### src/rtl/debug_pkg.sv
// Shared widths, fixed read-map addresses and small word-building helpers
// for the VGA debug register bank.
package debug_pkg;

    localparam int DBG_DATA_W = 32;
    localparam int DBG_ADDR_W = 7;
    localparam int FIFO_W     = DBG_ADDR_W + DBG_DATA_W;

    localparam logic [DBG_ADDR_W-1:0] ADDR_CYCLE  = 7'h7C;
    localparam logic [DBG_ADDR_W-1:0] ADDR_FRAME  = 7'h7D;
    localparam logic [DBG_ADDR_W-1:0] ADDR_STATUS = 7'h7E;
    localparam logic [DBG_ADDR_W-1:0] ADDR_ID     = 7'h7F;
    localparam logic [DBG_DATA_W-1:0] DBG_ID      = 32'hDEB6_0001;

    function automatic logic [7:0] sat_inc8(input logic [7:0] v);
        return (v == 8'hFF) ? v : v + 8'h01;
    endfunction

    function automatic logic [DBG_DATA_W-1:0] status_word(input logic [7:0] drops,
                                                          input logic [7:0] fill,
                                                          input logic       frz);
        return {drops, 8'h00, fill, 7'h00, frz};
    endfunction

endpackage

### src/rtl/debug_wr_fifo.sv
// Synchronous show-ahead FIFO staging debug writes until the next drain window.
// Pointers carry one extra wrap bit so full and empty are distinguishable.
module debug_wr_fifo #(
    parameter int WIDTH = 39,
    parameter int DEPTH = 8,
    localparam int AW    = $clog2(DEPTH),
    localparam int PTR_W = AW + 1
) (
    input  logic             clk,
    input  logic             rstn,
    input  logic             push,
    input  logic             pop,
    input  logic             flush,
    input  logic [WIDTH-1:0] wr_data,
    output logic [WIDTH-1:0] rd_data,
    output logic             full,
    output logic             empty,
    output logic [PTR_W-1:0] count
);

    logic [WIDTH-1:0] mem_r [DEPTH];
    logic [PTR_W-1:0] wr_ptr_r;
    logic [PTR_W-1:0] rd_ptr_r;
    logic             do_push_s;
    logic             do_pop_s;

    assign full      = (wr_ptr_r[AW] != rd_ptr_r[AW]) && (wr_ptr_r[AW-1:0] == rd_ptr_r[AW-1:0]);
    assign empty     = (wr_ptr_r == rd_ptr_r);
    assign count     = wr_ptr_r - rd_ptr_r;
    assign do_push_s = push && !full && !flush;
    assign do_pop_s  = pop && !empty && !flush;
    assign rd_data   = mem_r[rd_ptr_r[AW-1:0]];

    // Pointer update; flush empties the queue without touching storage.
    always_ff @(posedge clk) begin
        if (!rstn) begin
            wr_ptr_r <= {PTR_W{1'b0}};
            rd_ptr_r <= {PTR_W{1'b0}};
        end else if (flush) begin
            wr_ptr_r <= {PTR_W{1'b0}};
            rd_ptr_r <= {PTR_W{1'b0}};
        end else begin
            if (do_push_s) wr_ptr_r <= wr_ptr_r + PTR_W'(1);
            if (do_pop_s)  rd_ptr_r <= rd_ptr_r + PTR_W'(1);
        end
    end

    // Entry storage.
    always_ff @(posedge clk) begin
        if (do_push_s) mem_r[wr_ptr_r[AW-1:0]] <= wr_data;
    end

endmodule

### src/rtl/debug_reg_bank.sv
// Debug register bank for the VGA overlay: staged writes drain into the bank only
// during vertical sync, plus cycle/frame counters, status and ID words.
module debug_reg_bank
    import debug_pkg::*;
#(
    parameter int   NUM_REGS   = 32,
    parameter int   FIFO_DEPTH = 8,
    parameter logic VS_POL     = 1'b0
) (
    input  logic                  clk,
    input  logic                  rstn,
    input  logic                  wr_valid,
    output logic                  wr_ready,
    input  logic [DBG_ADDR_W-1:0] wr_addr,
    input  logic [DBG_DATA_W-1:0] wr_data,
    input  logic                  vs,
    input  logic                  freeze,
    input  logic                  clr,
    input  logic [DBG_ADDR_W-1:0] debug_addr,
    output logic [DBG_DATA_W-1:0] debug_data
);

    localparam int BANK_AW = (NUM_REGS > 1) ? $clog2(NUM_REGS) : 1;
    localparam int CNT_W   = $clog2(FIFO_DEPTH) + 1;
    localparam logic [DBG_ADDR_W-1:0] NUM_REGS_A = DBG_ADDR_W'(NUM_REGS);

    logic [DBG_DATA_W-1:0] bank_r [NUM_REGS];
    logic [FIFO_W-1:0]     fifo_dout_s;
    logic                  fifo_full_s;
    logic                  fifo_empty_s;
    logic [CNT_W-1:0]      fifo_count_s;
    logic                  push_s;
    logic                  pop_s;
    logic                  window_s;
    logic [DBG_ADDR_W-1:0] pop_addr_s;
    logic                  pop_hit_s;
    logic                  run_r;
    logic                  vs_q_r;
    logic [DBG_DATA_W-1:0] cycle_cnt_r;
    logic [DBG_DATA_W-1:0] frame_cnt_r;
    logic [7:0]            drop_cnt_r;
    logic [DBG_DATA_W-1:0] rd_mux_s;
    logic [DBG_DATA_W-1:0] debug_data_r;

    // run_r keeps wr_ready low until the first cycle after reset release.
    assign wr_ready   = run_r && !fifo_full_s;
    assign push_s     = wr_valid && wr_ready && !clr;
    assign window_s   = (vs == VS_POL) && !freeze;
    assign pop_s      = window_s && !fifo_empty_s && !clr;
    assign pop_addr_s = fifo_dout_s[FIFO_W-1:DBG_DATA_W];
    assign pop_hit_s  = (pop_addr_s < NUM_REGS_A);
    assign debug_data = debug_data_r;

    debug_wr_fifo #(
        .WIDTH (FIFO_W),
        .DEPTH (FIFO_DEPTH)
    ) u_fifo (
        .clk     (clk),
        .rstn    (rstn),
        .push    (push_s),
        .pop     (pop_s),
        .flush   (clr),
        .wr_data ({wr_addr, wr_data}),
        .rd_data (fifo_dout_s),
        .full    (fifo_full_s),
        .empty   (fifo_empty_s),
        .count   (fifo_count_s)
    );

    // Bank contents: cleared by reset or clr, written by each in-range popped entry.
    always_ff @(posedge clk) begin
        if (!rstn || clr) begin
            for (int i = 0; i < NUM_REGS; i++) bank_r[i] <= 32'h0;
        end else if (pop_s && pop_hit_s) begin
            bank_r[pop_addr_s[BANK_AW-1:0]] <= fifo_dout_s[DBG_DATA_W-1:0];
        end
    end

    // Saturating count of popped entries whose address is outside the bank.
    always_ff @(posedge clk) begin
        if (!rstn || clr) begin
            drop_cnt_r <= 8'h00;
        end else if (pop_s && !pop_hit_s) begin
            drop_cnt_r <= sat_inc8(drop_cnt_r);
        end
    end

    // Free-running counters and VSYNC edge tracking; clr leaves these alone.
    always_ff @(posedge clk) begin
        if (!rstn) begin
            run_r       <= 1'b0;
            vs_q_r      <= ~VS_POL;
            cycle_cnt_r <= 32'h0;
            frame_cnt_r <= 32'h0;
        end else begin
            run_r       <= 1'b1;
            vs_q_r      <= vs;
            cycle_cnt_r <= cycle_cnt_r + 32'h1;
            if ((vs_q_r != VS_POL) && (vs == VS_POL)) frame_cnt_r <= frame_cnt_r + 32'h1;
        end
    end

    // Read map.
    always_comb begin
        rd_mux_s = 32'h0;
        case (debug_addr)
            ADDR_CYCLE:  rd_mux_s = cycle_cnt_r;
            ADDR_FRAME:  rd_mux_s = frame_cnt_r;
            ADDR_STATUS: rd_mux_s = status_word(drop_cnt_r, 8'(fifo_count_s), freeze);
            ADDR_ID:     rd_mux_s = DBG_ID;
            default: begin
                if (debug_addr < NUM_REGS_A) rd_mux_s = bank_r[debug_addr[BANK_AW-1:0]];
                else                         rd_mux_s = 32'h0;
            end
        endcase
    end

    // Registered read data; a same-cycle bank write is seen on the following read.
    always_ff @(posedge clk) begin
        if (!rstn) debug_data_r <= 32'h0;
        else       debug_data_r <= rd_mux_s;
    end

endmodule

### config.mk
export PLATFORM = sky130hd
export DESIGN_NAME = debug_reg_bank
export DESIGN_NICKNAME = d
export VERILOG_FILES = /design/src/rtl/debug_pkg.sv /design/src/rtl/debug_wr_fifo.sv /design/src/rtl/debug_reg_bank.sv
export SDC_FILE = /design/constraint.sdc
export NUM_CORES = 2
export LEC_CHECK = 0
export CAP_MARGIN = 20
export CELL_PAD_IN_SITES_DETAIL_PLACEMENT = 1
export CELL_PAD_IN_SITES_GLOBAL_PLACEMENT = 2
export CORE_AREA = 4 4 396 359
export DETAILED_ROUTE_END_ITERATION = 10
export DIE_AREA = 0 0 400 363
export PLACE_DENSITY_LB_ADDON = 0.15
export SLEW_MARGIN = 10
export SYNTH_ARGS = -nofsm -noshare
export SYNTH_HDL_FRONTEND = slang
export SYNTH_SLANG_ARGS = --single-unit
### constraint.sdc
create_clock -name clk -period 7.44 [get_ports clk]
set_clock_uncertainty 0.05 [all_clocks]
set_input_delay 1.86 -clock clk [delete_from_list [all_inputs] [get_ports clk]]
set_output_delay 1.86 -clock clk [all_outputs]
set_load 0.01 [all_outputs]
==> metrics <==
maximum clock rate=~190 MHz; Skew-Pair Late Insertion Delay=0.81 ns; Syn Nets=between 4000 and 5000; cell count after synthesis=approximately 4300; critical path type=reg -> out; sequential power share=approximately 50%; Via density=6.035; row cnt=roughly 130; grt total ovfl=0; final core utilization=a little over half; DR pass1 iterations=6; layout cell share with drive strength beyond 1=19.27%; synth warn=0; DP Worst Slack=1.442 ns; initial antenna violation count=15; TNS Setup=0 ns; layout net count=4481; grt met2 use=43.36%; Area after DPL=~67000 um^2; die width=approximately 400 um; Comb power frac=around 5.5%; EDFF count, synth=roughly 1300; Yosys cell types=75; clk sinks=about 1500; Slew @ Worst Pin=between 1 and 1.5 ns; Slew Limit Fails=0; Worst setup EP type=output port; sw frac=roughly 22%; fin crit period=5.282 ns; CTS tree=yes; first-pass GRT wire length=between 200 and 300 mm; synth cell count leaders=edfxtp_1 (1336), nor2_1 (1116), mux4_2 (329); Hold Crit Depth=2; Area contributors post-synth=edfxtp_1 (64%), mux4_2 (12%), nor2_1 (6.6%); Synth Flop Type=edfxtp_1; Routed Antenna Nets=0; Final Hold Vio Count=0; fin cells=roughly 6400; placed cells=just over 6000; Detailed Route Iter0 Violations=~3700; TritonCTS Buffers=roughly 160; grt peak-use layer=met2; met1 Usage GRT=41.14%; status=completed; Max Cap Viol=0; starting density of the core=a little under half; quantity of hold-fixing buffers added after cts=0; P per Cell Area=about 250 nW/um^2; Core Region=between 100000 and 150000 um^2; P_sw=4034 uW; worst vdd ir=258.2 uV; Seq/Total Area, Yosys=~67%; vias in the first global route=39850; post-synth top area share=63.57%; Total GRT Usage=between 20% and 30%; die area=roughly 150000 um^2; RSZ-0062 raised after global routing=false; FILL cells=~13000; Leak Pwr=approximately 0.023 uW; die extent in y=approximately 360 um; worst setup margin=around 2.2 ns; Async SR Flop Fraction=0%; post-DP HPWL=~130 mm; CTS Buffer Depth=3; hold crit path type=reg -> reg; Clk pwr share=approximately 43%; fin crit share=between 70% and 80%; CP startpoint kind=flop; post-DR wirelength/cell=between 30 and 40 um; total wire length=200.6 mm; post-CTS setup buffers=0; Residual DRC=0; Final Instance Area=just over 70000 um^2; crit path max fanout=7; RD Place Congestion=slightly above 0.8; dominant cell type by area after synthesis=edfxtp_1; CTS Root Cell=clkbuf_16; worst rel slew slack=between 10% and 20%; Syn Std Cell Area=~63000 um^2; synthesis-to-finish area growth=13.84%; clock-pin slew on the worst setup and hold paths=roughly 0.06 ns; Worst Reg-to-Reg Cells=7; Worst EP arrival=between 3 and 4 ns; syn_area_per_cell=~15 um^2; H-Tree Depth=4; post-CTS sizing=0; top-count cell post-synth=edfxtp_1; count of input and output buffers=84; Ports=between 80 and 90; met3 GRT Util=under 10%; largest net degree at the start of global routing=approximately 100; setup violators final=0; Internal=13950 uW; vias=between 30000 and 40000; Req. time, crit path=between 5 and 6 ns; Synth Register Bits=roughly 1500
[power groups by stage]
stage               Combinational, uW  Sequential [uW]  Clock (uW)
floorplan                         512             9360           0
global placement                  976             9360           0
detailed placement                985             9380           0
CTS                               989             9210        7910
global route                     1030             9220        8280
finish                            987             9200        7790
[registers in the layout, summed over array words and instances, names as in the netlist, named ones only]
name and cells:
drop_cnt_r 8, frame_cnt_r 32, run_r 1, u_fifo.rd_ptr_r 4, debug_data 32, vs_q_r 1, bank_r 1024, cycle_cnt_r 32
u_fifo.wr_ptr_r 4, u_fifo.mem_r 312
[per-layer routing]
layer | wire length [um] | vias to the layer above
met5 | 27 | -
met4 | 4161 | 4
met3 | 16000 | 258
met2 | 92950 | 1409
met1 | 87500 | 20440
li1 | - | 16420
[worst max-delay path, stage by stage, from the launching register on]
cell	delay [ns]
dfxtp_1	0.79
ha_1	0.41
and3_1	0.27
a21boi_0	0.47
clkdlybuf4s50_1	0.65
[path summary, 6_finish.rpt]
kind,startpoint,to,slack (ns)
min reg2reg,frame_cnt_r[31],frame_cnt_r[31],0.43
max,u_fifo.wr_ptr_r[2],wr_ready,2.16
min,frame_cnt_r[31],frame_cnt_r[31],0.43
max reg2reg,flop,bank_r[19][19],2.27
[cell usage in the layout (no fill, tap or decap), types with 25 or more instances in the layout]
cell and instances:
edfxtp_1 1336, nor2_1 1110, mux4_2 329, or2_1 194, clkbuf_16 157, buf_4 142, nand2_1 117, dfxtp_1 114
clkdlybuf4s50_1 80, nand3_1 68, or2_2 67, mux2i_1 66, a21oi_1 50, nor3b_1 36, o21ai_0 35, o21a_1 35
xor2_1 33, o31ai_4 32, a31oi_1 32, clkbuf_1 30, clkinv_1 25
[cells by family (layout without fill, tap and decap cells)]
family,Yosys count,in the layout,share of synthesized area (%)
AO/OA/AOI/OAI,330,330,3.749
XOR/XNOR,55,55,0.7633
adder cells (fa/ha/maj),9,9,0.1903
buffers and inverters,336,546,2.474
flip-flops,1453,1453,67.28
multiplexers,416,416,13.18
other,0,5,0
AND/OR/NAND/NOR,1736,1736,12.36
[layout make-up]
type | instances | area, um^2 | share of cell area (%)
inverter | 20 | 75.07 | 0.1045
clock buffer | 196 | 4165 | 5.798
antenna | 5 | 12.51 | 0.01742
multi-input combinational | 2546 | 19670 | 27.38
tap | 1834 | 2295 | 3.194
sequential | 1453 | 42470 | 59.12
clock inverter | 86 | 900.9 | 1.254
timing repair buffer | 244 | 2253 | 3.137
[through the flow]
step	power, uW	hold slack (ns)
floorplan	9875	0.3893
global placement	10340	0.4101
detailed placement	10360	0.4239
CTS	18110	0.4326
global route	18530	0.4777
finish	17980	0.4286
No activity file was read; power rests on OpenSTA's default activity.
